File: config.mk
export PLATFORM = sky130hd
export DESIGN_NAME = rf_writeback_arbiter
export DESIGN_NICKNAME = d
export VERILOG_FILES = /design/src/rtl/rf_writeback_arbiter.sv
export SDC_FILE = /design/constraint.sdc
export NUM_CORES = 1
export LEC_CHECK = 0
export CELL_PAD_IN_SITES_DETAIL_PLACEMENT = 1
export CELL_PAD_IN_SITES_GLOBAL_PLACEMENT = 1
export CORE_ASPECT_RATIO = 1.5
export CORE_UTILIZATION = 45
export CTS_BUF_LIST = sky130_fd_sc_hd__clkbuf_8 sky130_fd_sc_hd__clkbuf_16
export CTS_CLUSTER_DIAMETER = 60
export DETAILED_ROUTE_END_ITERATION = 7
export PLACE_DENSITY_LB_ADDON = 0.08
export SLEW_MARGIN = 20
export SYNTH_ARGS = -nofsm -noshare
export SYNTH_HDL_FRONTEND = slang
export SYNTH_SLANG_ARGS = --single-unit
File: constraint.sdc
create_clock -name clk_i -period 4.3 [get_ports clk_i]
set_input_delay 0.86 -clock clk_i [delete_from_list [all_inputs] [get_ports clk_i]]
set_output_delay 0.86 -clock clk_i [all_outputs]
set_load 0.01 [all_outputs]
File: src/rtl/rf_writeback_arbiter.sv
// Write-side master for the register file: merges ALU results and buffered load returns into one registered write per cycle.
// Optional build macro WB_LOAD_BYPASS_EN lets a load skip the empty FIFO and write one cycle earlier.
module rf_writeback_arbiter #(
    parameter int DEPTH     = 4,
    parameter int DRAIN_LOW = 1
) (
    input  logic        clk_i,
    input  logic        res_i,
    input  logic        alu_valid_i,
    input  logic [4:0]  alu_rd_i,
    input  logic [31:0] alu_data_i,
    output logic        alu_ready_o,
    input  logic        ld_valid_i,
    input  logic [4:0]  ld_rd_i,
    input  logic [31:0] ld_data_i,
    output logic        ld_ready_o,
    input  logic [4:0]  qry_rd_i,
    output logic        qry_hit_o,
    output logic [4:0]  rw_rf_o,
    output logic [31:0] dw_rf_o,
    output logic        we_rf_o
);
    localparam int PW = $clog2(DEPTH);
    localparam int CW = PW + 1;
    localparam logic [CW-1:0] DEPTH_C = CW'(DEPTH);
    localparam logic [CW-1:0] LOW_C   = CW'(DRAIN_LOW);

    typedef enum logic {
        NORM  = 1'b0,
        DRAIN = 1'b1
    } state_e;

    state_e         state_q, state_d;
    logic [4:0]     fifo_rd_q   [DEPTH];
    logic [31:0]    fifo_data_q [DEPTH];
    logic [PW-1:0]  wptr_q, rptr_q;
    logic [CW-1:0]  count_q, count_d;
    logic [4:0]     rw_q;
    logic [31:0]    dw_q;
    logic           we_q;

    logic           alu_acc, ld_acc;
    logic           enq, deq, bypass, issue;
    logic [4:0]     issue_rd;
    logic [31:0]    issue_data;
    logic           qry_match;
    logic [PW-1:0]  off;

    // Readies depend only on registered state (and reset), never on the valids.
    assign ld_ready_o  = res_i & (count_q < DEPTH_C);
    assign alu_ready_o = res_i & (state_q == NORM);
    assign alu_acc     = alu_valid_i & alu_ready_o;
    assign ld_acc      = ld_valid_i & ld_ready_o;

    always_comb begin
        deq        = 1'b0;
        bypass     = 1'b0;
        enq        = 1'b0;
        issue      = 1'b0;
        issue_rd   = rw_q;
        issue_data = dw_q;

        if (state_q == DRAIN) begin
            deq = (count_q != '0);
        end else begin
            deq = !alu_acc && (count_q != '0);
        end

`ifdef WB_LOAD_BYPASS_EN
        bypass = (state_q == NORM) && (count_q == '0) && !alu_acc
                 && ld_acc && (ld_rd_i != 5'd0);
`else
        bypass = 1'b0;
`endif

        enq = ld_acc && (ld_rd_i != 5'd0) && !bypass;

        // An accepted ALU beat owns the slot even when rd==0 drops it.
        if (alu_acc) begin
            issue      = (alu_rd_i != 5'd0);
            issue_rd   = alu_rd_i;
            issue_data = alu_data_i;
        end else if (deq) begin
            issue      = 1'b1;
            issue_rd   = fifo_rd_q[rptr_q];
            issue_data = fifo_data_q[rptr_q];
        end else if (bypass) begin
            issue      = 1'b1;
            issue_rd   = ld_rd_i;
            issue_data = ld_data_i;
        end

        count_d = count_q + CW'(enq) - CW'(deq);

        state_d = state_q;
        if (state_q == NORM && count_d == DEPTH_C) begin
            state_d = DRAIN;
        end else if (state_q == DRAIN && count_d <= LOW_C) begin
            state_d = NORM;
        end
    end

    always_ff @(posedge clk_i or negedge res_i) begin
        if (!res_i) begin
            state_q <= NORM;
            wptr_q  <= '0;
            rptr_q  <= '0;
            count_q <= '0;
            rw_q    <= '0;
            dw_q    <= '0;
            we_q    <= 1'b0;
            for (int i = 0; i < DEPTH; i++) begin
                fifo_rd_q[i]   <= '0;
                fifo_data_q[i] <= '0;
            end
        end else begin
            state_q <= state_d;
            count_q <= count_d;
            we_q    <= issue;
            if (issue) begin
                rw_q <= issue_rd;
                dw_q <= issue_data;
            end
            if (enq) begin
                fifo_rd_q[wptr_q]   <= ld_rd_i;
                fifo_data_q[wptr_q] <= ld_data_i;
                wptr_q              <= wptr_q + 1'b1;
            end
            if (deq) begin
                rptr_q <= rptr_q + 1'b1;
            end
        end
    end

    // An entry is live when its distance from the read pointer is below count.
    always_comb begin
        off       = '0;
        qry_match = we_q && (rw_q == qry_rd_i);
        for (int i = 0; i < DEPTH; i++) begin
            off = PW'(i) - rptr_q;
            if (({1'b0, off} < count_q) && (fifo_rd_q[i] == qry_rd_i)) begin
                qry_match = 1'b1;
            end
        end
    end

    assign qry_hit_o = (qry_rd_i != 5'd0) && qry_match;
    assign rw_rf_o   = rw_q;
    assign dw_rf_o   = dw_q;
    assign we_rf_o   = we_q;

endmodule

==> key figures, run 1 <==
STA
  – Fmax: 263.1 MHz
  – Final period util: 88.39%
  – Tightest Pin Transition: 0.8397 ns
  – Final hold violations: 0
  – Layout Skew: 0.007384 ns
  – Final setup vio count: 0
  – RSZ-0062 raised after global routing: no
  – Tmin final: ~3.8 ns
  – Slew margin rel.: 44.02%
  – Max Transition Viols Final: 0
  – TNS Setup: 0 ns

Cells and area
  – FILL cells: 1905
  – Final net count: 823
  – Area Growth Syn to Fin: 21.19%
  – Fraction of layout cells with a size suffix above 1: 30.49%
  – Commonest non-fill, non-tap cell in the layout: dfrtp_1
  – Most frequent cells in the layout: dfrtp_1, mux2_2, clkdlybuf4s50_1, a21oi_1, nor2_1
  – Final cell count without fillers: about 1000
  – Footprint of the multi-input gates: 3981 um^2
  – Reg area: roughly 5000 um^2

Worst setup path
  – Startpoint Class: primary input
  – Critical path data required time: 3.44 ns
  – Critical path's most frequent cell: clkdlybuf4s50_1
  – CP top delay family: buffers and inverters
  – Setup CP Type: primary input to output pin
  – CP peak stage delay: approximately 0.57 ns
  – Critical Path Fanout Max: 6
  – WP data arrival: 2.94 ns
  – Reg2Reg Capture Point: state_q$_DFFE_PN0P_
  – Reg2reg start: count_q[2]$_DFF_PN0_
  – Flop-to-flop setup slack: 1.61 ns
  – Bufs and invs on worst path: 2
  – CP Capture Type: output pin
  – Cell with the largest stage delay on the worst path: clkdlybuf4s50_1
  – CP cell instances: clkdlybuf4s50_1 > xor2_1 > a2111oi_0 > nand4_1 > nand3_1 > o22a_1 > clkdlybuf4s50_1
  – R2R cell count: 10

CTS
  – # H-tree levels: 4
  – Cells resized by post-CTS repair: 0
  – Clk_lat worst skew: 0.43 ns
  – Setup Buffers After CTS: 0
  – Cts hold-fix bufs: 0
  – Num CTS Buffers: 17
  – TritonCTS clock tree: built
  – Max Root-Sink Buffers: 2
  – Clk sinks: 194
  – CTS root buf: clkbuf_16
  – Clock transition at the registers of the reported paths: about 0.060 ns

Routing
  – Wire length per cell: 21.32 um
  – DR vias: 5472
  – 1st-pass router iterations: 4
  – Initial DRC count: 167
  – Routed Wire Length: 21300 um
  – DR vias/cell: 5.477
  – DR DRC count: 0
  – Post-route ant nets: 0

Floorplan
  – Die Y: about 180 um
  – DIE AREA: 20840 um^2
  – Core area: 19790 um^2
  – Initial core utilization: a little under half
  – Die X: 118.2 um
  – Row count: 63
  – Ports: 124

Global routing
  – Vias in the first global route: approximately 6400
  – Total Routing Usage GR: 22.15%
  – Congestion Overflow GR: 0
  – Largest net degree at the start of global routing: just under 200
  – Initial antenna violation count: 1
  – Global-route wire length before repair: around 35000 um

Yosys
  – Syn_nets: 714
  – Post-Synthesis Cell Area: between 9000 and 10000 um^2
  – Sequential fraction of the synthesis area: 53.27%
  – Avg Cell Area, Syn: about 15 um^2
  – Yosys cell types: 33
  – #FFs+latches synth: roughly 190
  – EDFF count, synth: 0
  – Main flop type after synthesis: dfrtp_1
  – Synth Warn #: 0
  – Async SR Flop Fraction: 100.0%
  – Post-synthesis cell count: 620

Power and ir drop
  – Clock power frac: 17.9%
  – Sw Pwr: around 0.0026 W
  – Switch share: 32.12%
  – Power density over the cells: 744.0 nW/um^2
  – Peak VDD IR: 452.8 uV
  – Sequential Power Share: a little over 40%
  – Comb power frac: 41.7%
  – Lkg Pwr: approximately 5 nW
  – P_int: around 0.0056 W

Place
  – Port-buffer cells: 123
  – DP HPWL: 13760 um
  – Gpl congestion: a little under 0.9
  – # placed instances: 969

Job
  – Max_cap viols: 0

Hold path
  – Min-delay worst type: primary input to async pin

Status
  – Status: finished, final reports clean
## worst max path at each step
stage | start | to | cells after the start
floorplan | res_i | state_q$_DFFE_PN0P_ | 10
global placement | qry_rd_i[1] | qry_hit_o | 7
detailed placement | qry_rd_i[1] | qry_hit_o | 7
CTS | qry_rd_i[1] | qry_hit_o | 7
global route | qry_rd_i[1] | qry_hit_o | 7
finish | qry_rd_i[1] | qry_hit_o | 7
## sequential cells by signal (all words and copies together) (netlist names)
register,flops
we_rf_o,1
count_q,3
state_q,1
wptr_q,2
rw_rf_o,5
rptr_q,2
dw_rf_o,32
fifo_data_q,128
fifo_rd_q,20
## final cells by class
class | count | area share, %
diodes | 1 | 0.02266
clock inverters | 8 | 0.6118
repair buffers | 129 | 11.89
inverters | 8 | 0.2719
clock buffers | 20 | 4.226
flip-flops and latches | 194 | 43.98
multi-input cells | 379 | 36.05
well taps | 260 | 2.946
## cell usage after synthesis (2+ instances only)
master | n | area (um^2)
a21oi_1 | 41 | 205.2
buf_1 | 3 | 11.26
buf_2 | 14 | 70.07
buf_6 | 13 | 146.4
clkbuf_1 | 9 | 33.78
dfrtp_1 | 194 | 4855
ha_1 | 10 | 125.1
inv_1 | 8 | 30.03
mux2_1 | 2 | 22.52
mux2_2 | 126 | 1419
mux2_4 | 20 | 300.3
mux2i_1 | 38 | 380.4
mux4_2 | 37 | 833.3
nand2_1 | 5 | 18.77
nand2_4 | 4 | 45.04
nand3_1 | 2 | 10.01
nor2_1 | 41 | 153.9
nor2b_1 | 2 | 12.51
nor3_1 | 4 | 20.02
o2111ai_1 | 3 | 26.28
o22a_1 | 2 | 17.52
or4_1 | 2 | 15.01
xnor2_1 | 14 | 122.6
xor2_1 | 17 | 148.9
## logic make-up after synthesis
kind of cell | synth area share, %
and+or+nand+nor | 3.378
buffers and inverters | 3.199
adders and majority gates | 1.593
AOI/OAI and AO/OA | 3.144
xor gates and xnor gates | 2.980
muxes | 32.43
DFF | 53.27
## through the flow
step / instance area (um^2) / setup WS (ns) / util [%] / total power (W) / hold slack [ns]
2_1_floorplan: 9112 / 1.490 / - / 0.005604 / 0.4589
3_3_place_gp: 10480 / 0.5130 / 52.96 / 0.006587 / 0.4688
3_5_place_dp: 10480 / 0.5107 / 52.96 / 0.006844 / 0.4901
4_1_cts: 11010 / 0.5030 / 55.66 / 0.008343 / 0.2100
5_1_grt: 11040 / 0.3082 / 55.81 / 0.008775 / 0.2099
6_report: 11040 / 0.4992 / 55.81 / 0.008216 / 0.2270
## metal layers
layer	GRT usage, %	vias up	routed length (um)
li1	-	2452	-
met1	24.84	2888	8013
met2	41.27	99	12040
met3	3.779	33	653
met4	9.135	0	586
met5	0	-	0
## power by group through the flow
stage | Clock (W) | Sequential [W] | Combinational [W]
2_1_floorplan | 0 | 0.00322 | 0.00239
3_3_place_gp | 0 | 0.00325 | 0.00333
3_5_place_dp | 0 | 0.00336 | 0.00348
4_1_cts | 0.00151 | 0.00333 | 0.00350
5_1_grt | 0.00158 | 0.00344 | 0.00376
6_report | 0.00147 | 0.00332 | 0.00343
(Power assumes the default switching activity.)
==> inputs of run 2 (changes only) <==
Settings changed: ABC_AREA set to 1, PLACE_DENSITY_LB_ADDON 0.08 to 0.1.
Clock period 4.3 ns to 4.42 ns, I/O delays scaled along.
==> key figures, run 2 <==
Cells and area
  – Most frequent cells in the layout: nand2_1, dfrtp_1, clkdlybuf4s50_1, o21ai_2, nand3_1
  – FILL cells: 2469 (+30%)
  – Area Growth Syn to Fin: 17.85%
  – Largest Register: fifo_data_q
  – Antenna cells: 0 (-1)
  – Largest register FFs: 128 (unchanged)
  – Final net count: 1263 (+53%)
  – Fraction of layout cells with a size suffix above 1: 15.92% (-15 points)
  – Fin util: 54.14% (-1.7 points)
  – Commonest non-fill, non-tap cell in the layout: nand2_1
  – Final cell count without fillers: 1449 (+45%)

Global routing
  – Congestion Overflow GR: 0 (unchanged)
  – Vias in the first global route: 8320 (+29%)
  – Global-route wire length before repair: 43750 um (+25%)
  – Total Routing Usage GR: 25.82% (+3.7 points)
  – Initial antenna violation count: 0 (-1)
  – Largest net degree at the start of global routing: 75 (-61%)

STA
  – Layout Skew: 0.007187 ns (-0.0001972 ns)
  – Final setup vio count: 0 (unchanged)
  – RSZ-0062 raised after global routing: no
  – TNS Setup: 0 ns (unchanged)
  – Tightest Pin Transition: 1.007 ns (+0.1671 ns)
  – Final period util: between 80% and 90%
  – Slew margin rel.: 32.64% (-11 points)
  – Final hold violations: 0 (unchanged)
  – Fmax: 272.0 MHz
  – Max Transition Viols Final: 0 (unchanged)
  – Tmin final: around 3.7 ns
  – Worst hold slack: 0.2899 ns (+0.06297 ns)

CTS
  – CTS root buf: clkbuf_16
  – Clk sinks: 194 (unchanged)
  – TritonCTS clock tree: built
  – Cts hold-fix bufs: 0 (unchanged)
  – Cells resized by post-CTS repair: 0 (unchanged)
  – Clock transition at the registers of the reported paths: 0.06 ns (about the same)
  – Max Root-Sink Buffers: 2 (unchanged)
  – Setup Buffers After CTS: 0 (unchanged)
  – Clk_lat worst skew: 0.43 ns (about the same)
  – Num CTS Buffers: 17 (unchanged)
  – # H-tree levels: 4 (unchanged)

Power and ir drop
  – Peak VDD IR: 309.6 uV (-32%)
  – Power density over the cells: 696.7 nW/um^2 (-6.4%)
  – Lkg Pwr: 5.483 nW (+9.1%)

Floorplan
  – Initial core utilization: 45.95% (-0.11 points)
  – Ports: 124 (unchanged)
  – DIE AREA: 22020 um^2 (+5.7%)
  – Row count: 65 (+3.2%)
  – Die Y: 181.3 um (+2.8%)
  – Die X: 121.5 um (+2.8%)
  – Core area: 20980 um^2 (+6.1%)

Routing
  – DR vias/cell: 5.300 (-3.2%)
  – Wire length per cell: 18.17 um (-15%)
  – Post-route ant nets: 0 (unchanged)
  – Routed Wire Length: 26330 um (+24%)
  – DR vias: 7680 (+40%)
  – 1st-pass router iterations: 4 (unchanged)
  – DR DRC count: 0 (unchanged)
  – Initial DRC count: 340 (+100%)

Yosys
  – Syn_nets: 1176 (+65%)
  – Async SR Flop Fraction: 100.0% (unchanged)
  – Count leader, synth: nand2_1
  – Main flop type after synthesis: dfrtp_1
  – Avg Cell Area, Syn: 8.910 um^2 (-39%)
  – Yosys top cell by area: dfrtp_1
  – EDFF count, synth: 0 (unchanged)
  – Top post-synthesis cells by area: dfrtp_1, nand2_1, o21ai_2
  – #FFs+latches synth: 194 (unchanged)
  – Post-Synthesis Cell Area: 9640 um^2 (+5.8%)
  – Yosys cell types: 32 (-3.0%)
  – Post-synthesis cell count: 1082 (+75%)
  – Commonest cells in the netlist: nand2_1, dfrtp_1, o21ai_2
  – Top cell type's share of synthesized area: 50.36% (-2.9 points)
  – Synth Warn #: 0 (unchanged)
  – Sequential fraction of the synthesis area: 50.36% (-2.9 points)

Place
  – Gpl congestion: 0.8457 (-4.9%)
  – Port-buffer cells: 123 (unchanged)
  – DP HPWL: 16110 um (+17%)
  – # placed instances: 1418 (+46%)

Worst setup path
  – CP Capture Type: output pin
  – Setup CP Type: primary input to output pin
  – Startpoint Class: primary input
  – Critical path data required time: 3.54 ns (+0.10 ns)
  – Critical Path Fanout Max: 6 (unchanged)
  – WP data arrival: 2.79 ns (-0.15 ns)

Hold path
  – Min-delay worst type: primary input to async pin

Job
  – Max_cap viols: 0 (unchanged)

Status
  – Status: finished, final reports clean
==> run 2: worst paths after layout <==
check | startpoint | end | slack, ns | cells past startpoint
setup / recovery | qry_rd_i[0] | qry_hit_o | 0.74 | 10
hold / removal | res_i | dw_rf_o[5]$_DFFE_PN0P_ | 0.29 | 1
max in group asynchronous | res_i | dw_rf_o[21]$_DFFE_PN0P_ | 2.25 | 3
setup reg to reg | count_q[2]$_DFF_PN0_ | state_q$_DFFE_PN0P_ | 1.89 | 12
min in group clk_i | fifo_data_q[104]$_DFFE_PN0P_ | fifo_data_q[104]$_DFFE_PN0P_ | 0.48 | 2
hold reg to reg | fifo_data_q[104]$_DFFE_PN0P_ | fifo_data_q[104]$_DFFE_PN0P_ | 0.48 | 2
==> run 2: final cells by class <==
class | count | area [um^2] | share of cell area (%)
multi-input cells | 750 | 4005 | 35.25
flip-flops and latches | 194 | 4855 | 42.73
well taps | 268 | 335.3 | 2.952
clock inverters | 10 | 60.06 | 0.5286
clock buffers | 21 | 480.5 | 4.229
inverters | 70 | 267.8 | 2.357
repair buffers | 136 | 1358 | 11.95
==> run 2: report_power, final <==
part	switching, W	total [W]	internal, W
registers	0.000577	0.00320	0.00262
logic	0.00190	0.00328	0.00138
clock network	0.000666	0.00144	0.000771
==> run 2: cell families after synthesis <==
logic type | Yosys count | synth area share [%]
compound gates | 196 | 14.94
xor+xnor | 15 | 1.363
fa+ha+maj | 11 | 1.506
buf+inv | 138 | 8.280
flops | 194 | 50.36
simple gates | 528 | 23.56
==> run 2: per-layer routing <==
layer	track usage [%]	share of wire, %	routed length [um]
met2	46.32	53	13900
met1	31.09	43	11210
met3	3.788	2.6	697
met4	8.642	2.0	532
met5	0	0	0
==> run 2: per-stage QoR <==
stage               power (W)  instance area (um^2)  setup WS (ns)
floorplan            0.005348                  9641          1.389
global placement     0.006344                 10820         0.7575
detailed placement   0.006488                 10820         0.7454
CTS                  0.008007                 11360         0.7345
global route         0.008535                 11360         0.6033
finish               0.007915                 11360         0.7436
==> run 2: critical path, stage by stage <==
cell             delay [ns]
clkdlybuf4s50_1        0.59
inv_1                  0.16
nand2_1                0.09
nand2_1                0.06
nor2_1                 0.16
nand4_1                0.11
nand3_1                0.08
nor2_1                 0.04
nor2_1                 0.07
clkdlybuf4s50_1        0.53
==> inputs of run 3 (changes only) <==
Settings changed: CORE_UTILIZATION 45 to 42.
Clock period 4.42 ns to 3.7 ns, I/O delays scaled along.
==> key figures, run 3 (same netlist as run 2, synthesis figures left out) <==
Status
  – Status: finished, final reports clean

Power and ir drop
  – Peak VDD IR: 472.9 uV (+53%)
  – Lkg Pwr: 5.514 nW (+0.56%)
  – Final Total Pwr: 0.009413 W (+19%)
  – Power density over the cells: 822.6 nW/um^2 (+18%)

Worst setup path
  – CP peak stage delay: 0.55 ns (-0.04 ns)
  – Critical path's most frequent cell: nand2_1
  – Critical path data required time: 2.96 ns (-0.58 ns)
  – CP top delay family: simple AND/OR/NAND/NOR gates
  – Bufs and invs on worst path: 2 (-1)
  – Critical Path Fanout Max: 6 (unchanged)
  – CP Capture Type: output pin
  – WP data arrival: 2.67 ns (-0.12 ns)
  – Setup CP Type: flip-flop to output pin
  – CP cell instances: nand2_1 > nand2_1 > inv_1 > ha_1 > nand3_1 > nand2_1 > nor2_1 > nand2_1 > nand3_1 > nor2_1 > nor2_1 > clkdlybuf4s50_1
  – Startpoint Class: flip-flop
  – Cell with the largest stage delay on the worst path: dfrtp_1

Global routing
  – Congestion Overflow GR: 0 (unchanged)
  – Most Used Layer, Global Route: met2
  – Grt met3 use: 3.766% (-0.022 points)
  – Largest net degree at the start of global routing: 134 (+79%)
  – GR Util met1: 28.56% (-2.5 points)
  – Initial antenna violation count: 0 (unchanged)
  – Vias in the first global route: 8397 (+0.93%)
  – Grt met2 use: 43.08% (-3.2 points)
  – Global-route wire length before repair: 43830 um (+0.19%)
  – Total Routing Usage GR: 23.91% (-1.9 points)

Hold path
  – Min-delay worst type: primary input to async pin

Place
  – Gpl congestion: 0.7936 (-6.2%)
  – DP Area: 10910 um^2 (+0.83%)
  – DP HPWL: 16900 um (+4.9%)
  – Port-buffer cells: 123 (unchanged)
  – Worst slack, placed: 0.3264 ns (-0.4190 ns)

STA
  – Tightest Pin Transition: 0.9028 ns (-0.1040 ns)
  – Slew margin rel.: 39.67% (+7.0 points)
  – Fmax: 293.6 MHz
  – Max Transition Viols Final: 0 (unchanged)
  – Final period util: 92.05%
  – Worst setup margin: 0.2942 ns (-0.4494 ns)
  – Tmin final: 3.406 ns
  – RSZ-0062 raised after global routing: no
  – Final setup vio count: 0 (unchanged)
  – Final hold violations: 0 (unchanged)
  – Layout Skew: 0.008828 ns (+0.001641 ns)
  – TNS Setup: 0 ns (unchanged)

Floorplan
  – Die X: 125.7 um (+3.4%)
  – Core area: 22470 um^2 (+7.1%)
  – Initial core utilization: 42.91% (-3.0 points)
  – Row count: 67 (+3.1%)
  – Die Y: 187.6 um (+3.5%)
  – DIE AREA: 23580 um^2 (+7.0%)
  – Ports: 124 (unchanged)

Routing
  – Initial DRC count: 345 (+1.5%)
  – Routed Wire Length: 25870 um (-1.8%)
  – DR vias: 7628 (-0.68%)
  – Post-route ant nets: 0 (unchanged)
  – DR DRC count: 0 (unchanged)
  – Wire length per cell: 17.68 um (-2.7%)
  – DR vias/cell: 5.214 (-1.6%)
  – 1st-pass router iterations: 4 (unchanged)

CTS
  – Num CTS Buffers: 17 (unchanged)
  – TritonCTS clock tree: built
  – Clk_lat worst skew: 0.44 ns (about the same)
  – Cts hold-fix bufs: 0 (unchanged)
  – # H-tree levels: 4 (unchanged)
  – Clock transition at the registers of the reported paths: 0.07 ns (about the same)
  – Clk sinks: 194 (unchanged)
  – CTS root buf: clkbuf_16
  – Max Root-Sink Buffers: 2 (unchanged)
  – Cells resized by post-CTS repair: 0 (unchanged)
  – Setup Buffers After CTS: 0 (unchanged)

Cells and area
  – Most frequent cells in the layout: nand2_1, dfrtp_1, clkdlybuf4s50_1, o21ai_2, nand3_1
  – Final net count: 1267 (+0.32%)
  – Area Growth Syn to Fin: 18.69%
  – Final instance area: 11440 um^2 (+0.72%)
  – Fin util: 50.93% (-3.2 points)
  – Fraction of layout cells with a size suffix above 1: 16.27% (+0.35 points)
  – Commonest non-fill, non-tap cell in the layout: nand2_1
  – Largest Register: fifo_data_q
  – Largest register FFs: 128 (unchanged)

Job
  – Max_cap viols: 0 (unchanged)
==> run 3: cell types whose count changed in the layout (fill, tap and decap cells not counted) <==
cell,delta
clkinvlp_4,+1
buf_12,+4
diode_2,+1
clkbuf_8,-3
inv_6,+1
clkinv_4,+1
clkinv_2,+1
==> run 3: per-layer routing <==
layer | part of all wire (%) | routed length (um)
met5 | 0 | 0
met4 | 2.3 | 585
met3 | 2.9 | 763
met2 | 52 | 13510
met1 | 43 | 11010
==> run 3: path summary, 6_finish.rpt <==
kind                                                   from                          end  slack [ns]  cells after the start
max in group asynchronous                             res_i   fifo_data_q[1]$_DFFE_PN0P_        1.93                      3
worst max register to register         count_q[2]$_DFF_PN0_          state_q$_DFFE_PN0P_        1.37                     10
worst max-delay path                  rptr_q[1]$_DFFE_PN0P_                    qry_hit_o        0.29                     12
min in group clk_i              fifo_data_q[75]$_DFFE_PN0P_  fifo_data_q[75]$_DFFE_PN0P_        0.49                      2
worst min-delay path                                  res_i        rptr_q[0]$_DFFE_PN0P_        0.11                      1
worst min register to register  fifo_data_q[75]$_DFFE_PN0P_  fifo_data_q[75]$_DFFE_PN0P_        0.49                      2
==> run 3: final cells by class <==
type,count,area [um^2]
fillers,2632,11020
flip-flops and latches,194,4855
clock buffers,18,439.2
diodes,1,2.502
clock inverters,14,90.09
well taps,276,345.3
inverters,70,267.8
repair buffers,140,1438
multi-input cells,750,4005
==> run 3: through the flow <==
step | instances | hold slack [ns]
6_report | 1463 | 0.1129
3_5_place_dp | 1430 | 0.4688
4_1_cts | 1462 | 0.09225
5_1_grt | 1462 | 0.09184
2_1_floorplan | 1082 | 0.4444
3_3_place_gp | 1430 | 0.4651
==> run 3: power breakdown <==
part	switching (W)	internal, W
sequential	0.000660	0.00313
clock	0.000832	0.000872
combinational	0.00224	0.00168
==> patch 1 (config.mk and constraints of run 3) <==
Change the parameter `DEPTH` from 4 to 8.
--- a/src/rtl/rf_writeback_arbiter.sv
+++ b/src/rtl/rf_writeback_arbiter.sv
@@ -2,5 +2,5 @@
 // Optional build macro WB_LOAD_BYPASS_EN lets a load skip the empty FIFO and write one cycle earlier.
 module rf_writeback_arbiter #(
-    parameter int DEPTH     = 4,
+    parameter int DEPTH     = 8,
     parameter int DRAIN_LOW = 1
 ) (
Formal check against the unedited RTL: not equivalent (a bounded check fails within 10 cycles, from zero or initial values).
==> patch 1 against run 3 <==
Maximum frequency is 2.2% lower; worst setup slack worse by 0.077 ns; sequential cell count up 151; cell area increased by 70%; power increased by 82%; routed wire length is 100% higher; via count up 85%; register-to-register slack worse by 0.63 ns; synthesized area grew 71%; largest cell class unchanged.
==> patch 1: results <==
clock_tree:
  clock_latency_ns: 0.54
  cts_inserted_buffers: 37
  cts_buffer_depth: 3
  clockRootBuffer: "clkbuf_16"
  cts_htree_levels: 2
worst_setup_path:
  reg2reg_depth: 15
  critPathMaxStageDelay_ns: 0.52
  worst_path_max_delay_cell: "dfrtp_4"
  cp_top_family: "buffers and inverters"
  rrSetupSlack_ns: 0.74
  regToRegStartpoint: "count_q[3]"
  critPathArrivalTime_ns: 2.74
global_route:
  grt_pass1_wl_um: 83800
  grt_util_all_layers: 0.271
  antenna_found_initial: 0
  grt_max_degree: 163
  first_global_vias: 14900
detailed_routing:
  vias: 14100
  routed_wl_um: 52100
  first_pass_iters: 4
  drt_iter0_markers: 852
cells_and_area:
  drive_above_1_share: 0.0773
  largest_reg_flops: 256
  largest_register: "fifo_data_q"
  n_antenna_cell: 0
  n_fill_cell: 4582
  nNetsFinal: 2172
yosys:
  synth_area_leaders: "dfrtp_1 (52%), nand2_1 (13%), o21ai_1 (7.1%), o211ai_1 (4.1%), o21ai_0 (4.0%)"
  synth-xor-area-share: 0.00901
  synthTopCellsByCount: "nand2_1 (562), dfrtp_1 (345), o21ai_1 (235)"
  synth_edf_count: 0
  synthAdderAreaFrac: 0.0163
  synthesis.nets: 2092
  ys_seq_area_frac: 0.522
  synth_compound_gate_area_share: 0.183
  ys_types: 36
run_status:
  status: "complete, no violations"
place:
  place_area_mm2: 0.0182
  hpwl_um: 31500
  post-place-ws_ns: 0.121
  place_congestion: 0.859
pwr:
  power_leakage_nw: 9.25
  irDropWorstVdd_mv: 0.573
timing:
  skew_ns: 0.0264
  max-slew-margin-rel: 0.372
[patch 1: area by class of cell]
type | instances | share of cell area
Tap cell | 495 | 0.0318
Multi-Input combinational cell | 1351 | 0.340
Clock inverter | 15 | 0.00706
Clock buffer | 53 | 0.0599
Timing Repair Buffer | 170 | 0.0872
Inverter | 163 | 0.0316
Sequential cell | 345 | 0.443
[patch 1: worst max path at each step]
stage | endpoint | startpoint | slack [ns]
floorplan | qry_hit_o | rptr_q[0] | 0.93
global placement | qry_hit_o | qry_rd_i[1] | 0.09
detailed placement | qry_hit_o | qry_rd_i[1] | 0.12
CTS | qry_hit_o | rptr_q[0] | 0.20
global route | qry_hit_o | rptr_q[0] | 0.04
finish | qry_hit_o | rptr_q[0] | 0.22
[patch 1: routing by layer]
layer,up-vias,GRT usage,part of all wire
met5,-,0,0
met4,0,0.0852,0.027
met1,7071,0.341,0.43
li1,6701,-,-
met3,78,0.0287,0.031
met2,241,0.483,0.51
[patch 1: logic make-up after synthesis]
logic type,count (synthesis)
compound gates,533
xor+xnor,17
fa+ha+maj,21
buf+inv,292
flops,345
simple gates,780
[patch 1: repair_timing]
action / CTS / global route
setup endpoints to repair: 1 / 0
setup buffers: 2 / 0
gates resized for setup: 4 / 0
hold buffers: 0 / 0
[patch 1: power breakdown]
part | switching, mW | total [mW] | internal (mW) | leakage, nW
sequential | 1.07 | 6.44 | 5.38 | 4.46
combinational | 4.14 | 6.80 | 2.66 | 4.11
clock | 1.57 | 3.91 | 2.34 | 0.676
total | 6.78 | 17.2 | 10.4 | 9.25
[patch 1: per-stage QoR]
stage	instances	hold slack, ns	util
floorplan	1988	0.444	-
detailed placement	2522	0.466	0.470
global placement	2522	0.460	0.470
global route	2592	0.383	0.505
CTS	2592	0.372	0.505
finish	2592	0.297	0.505
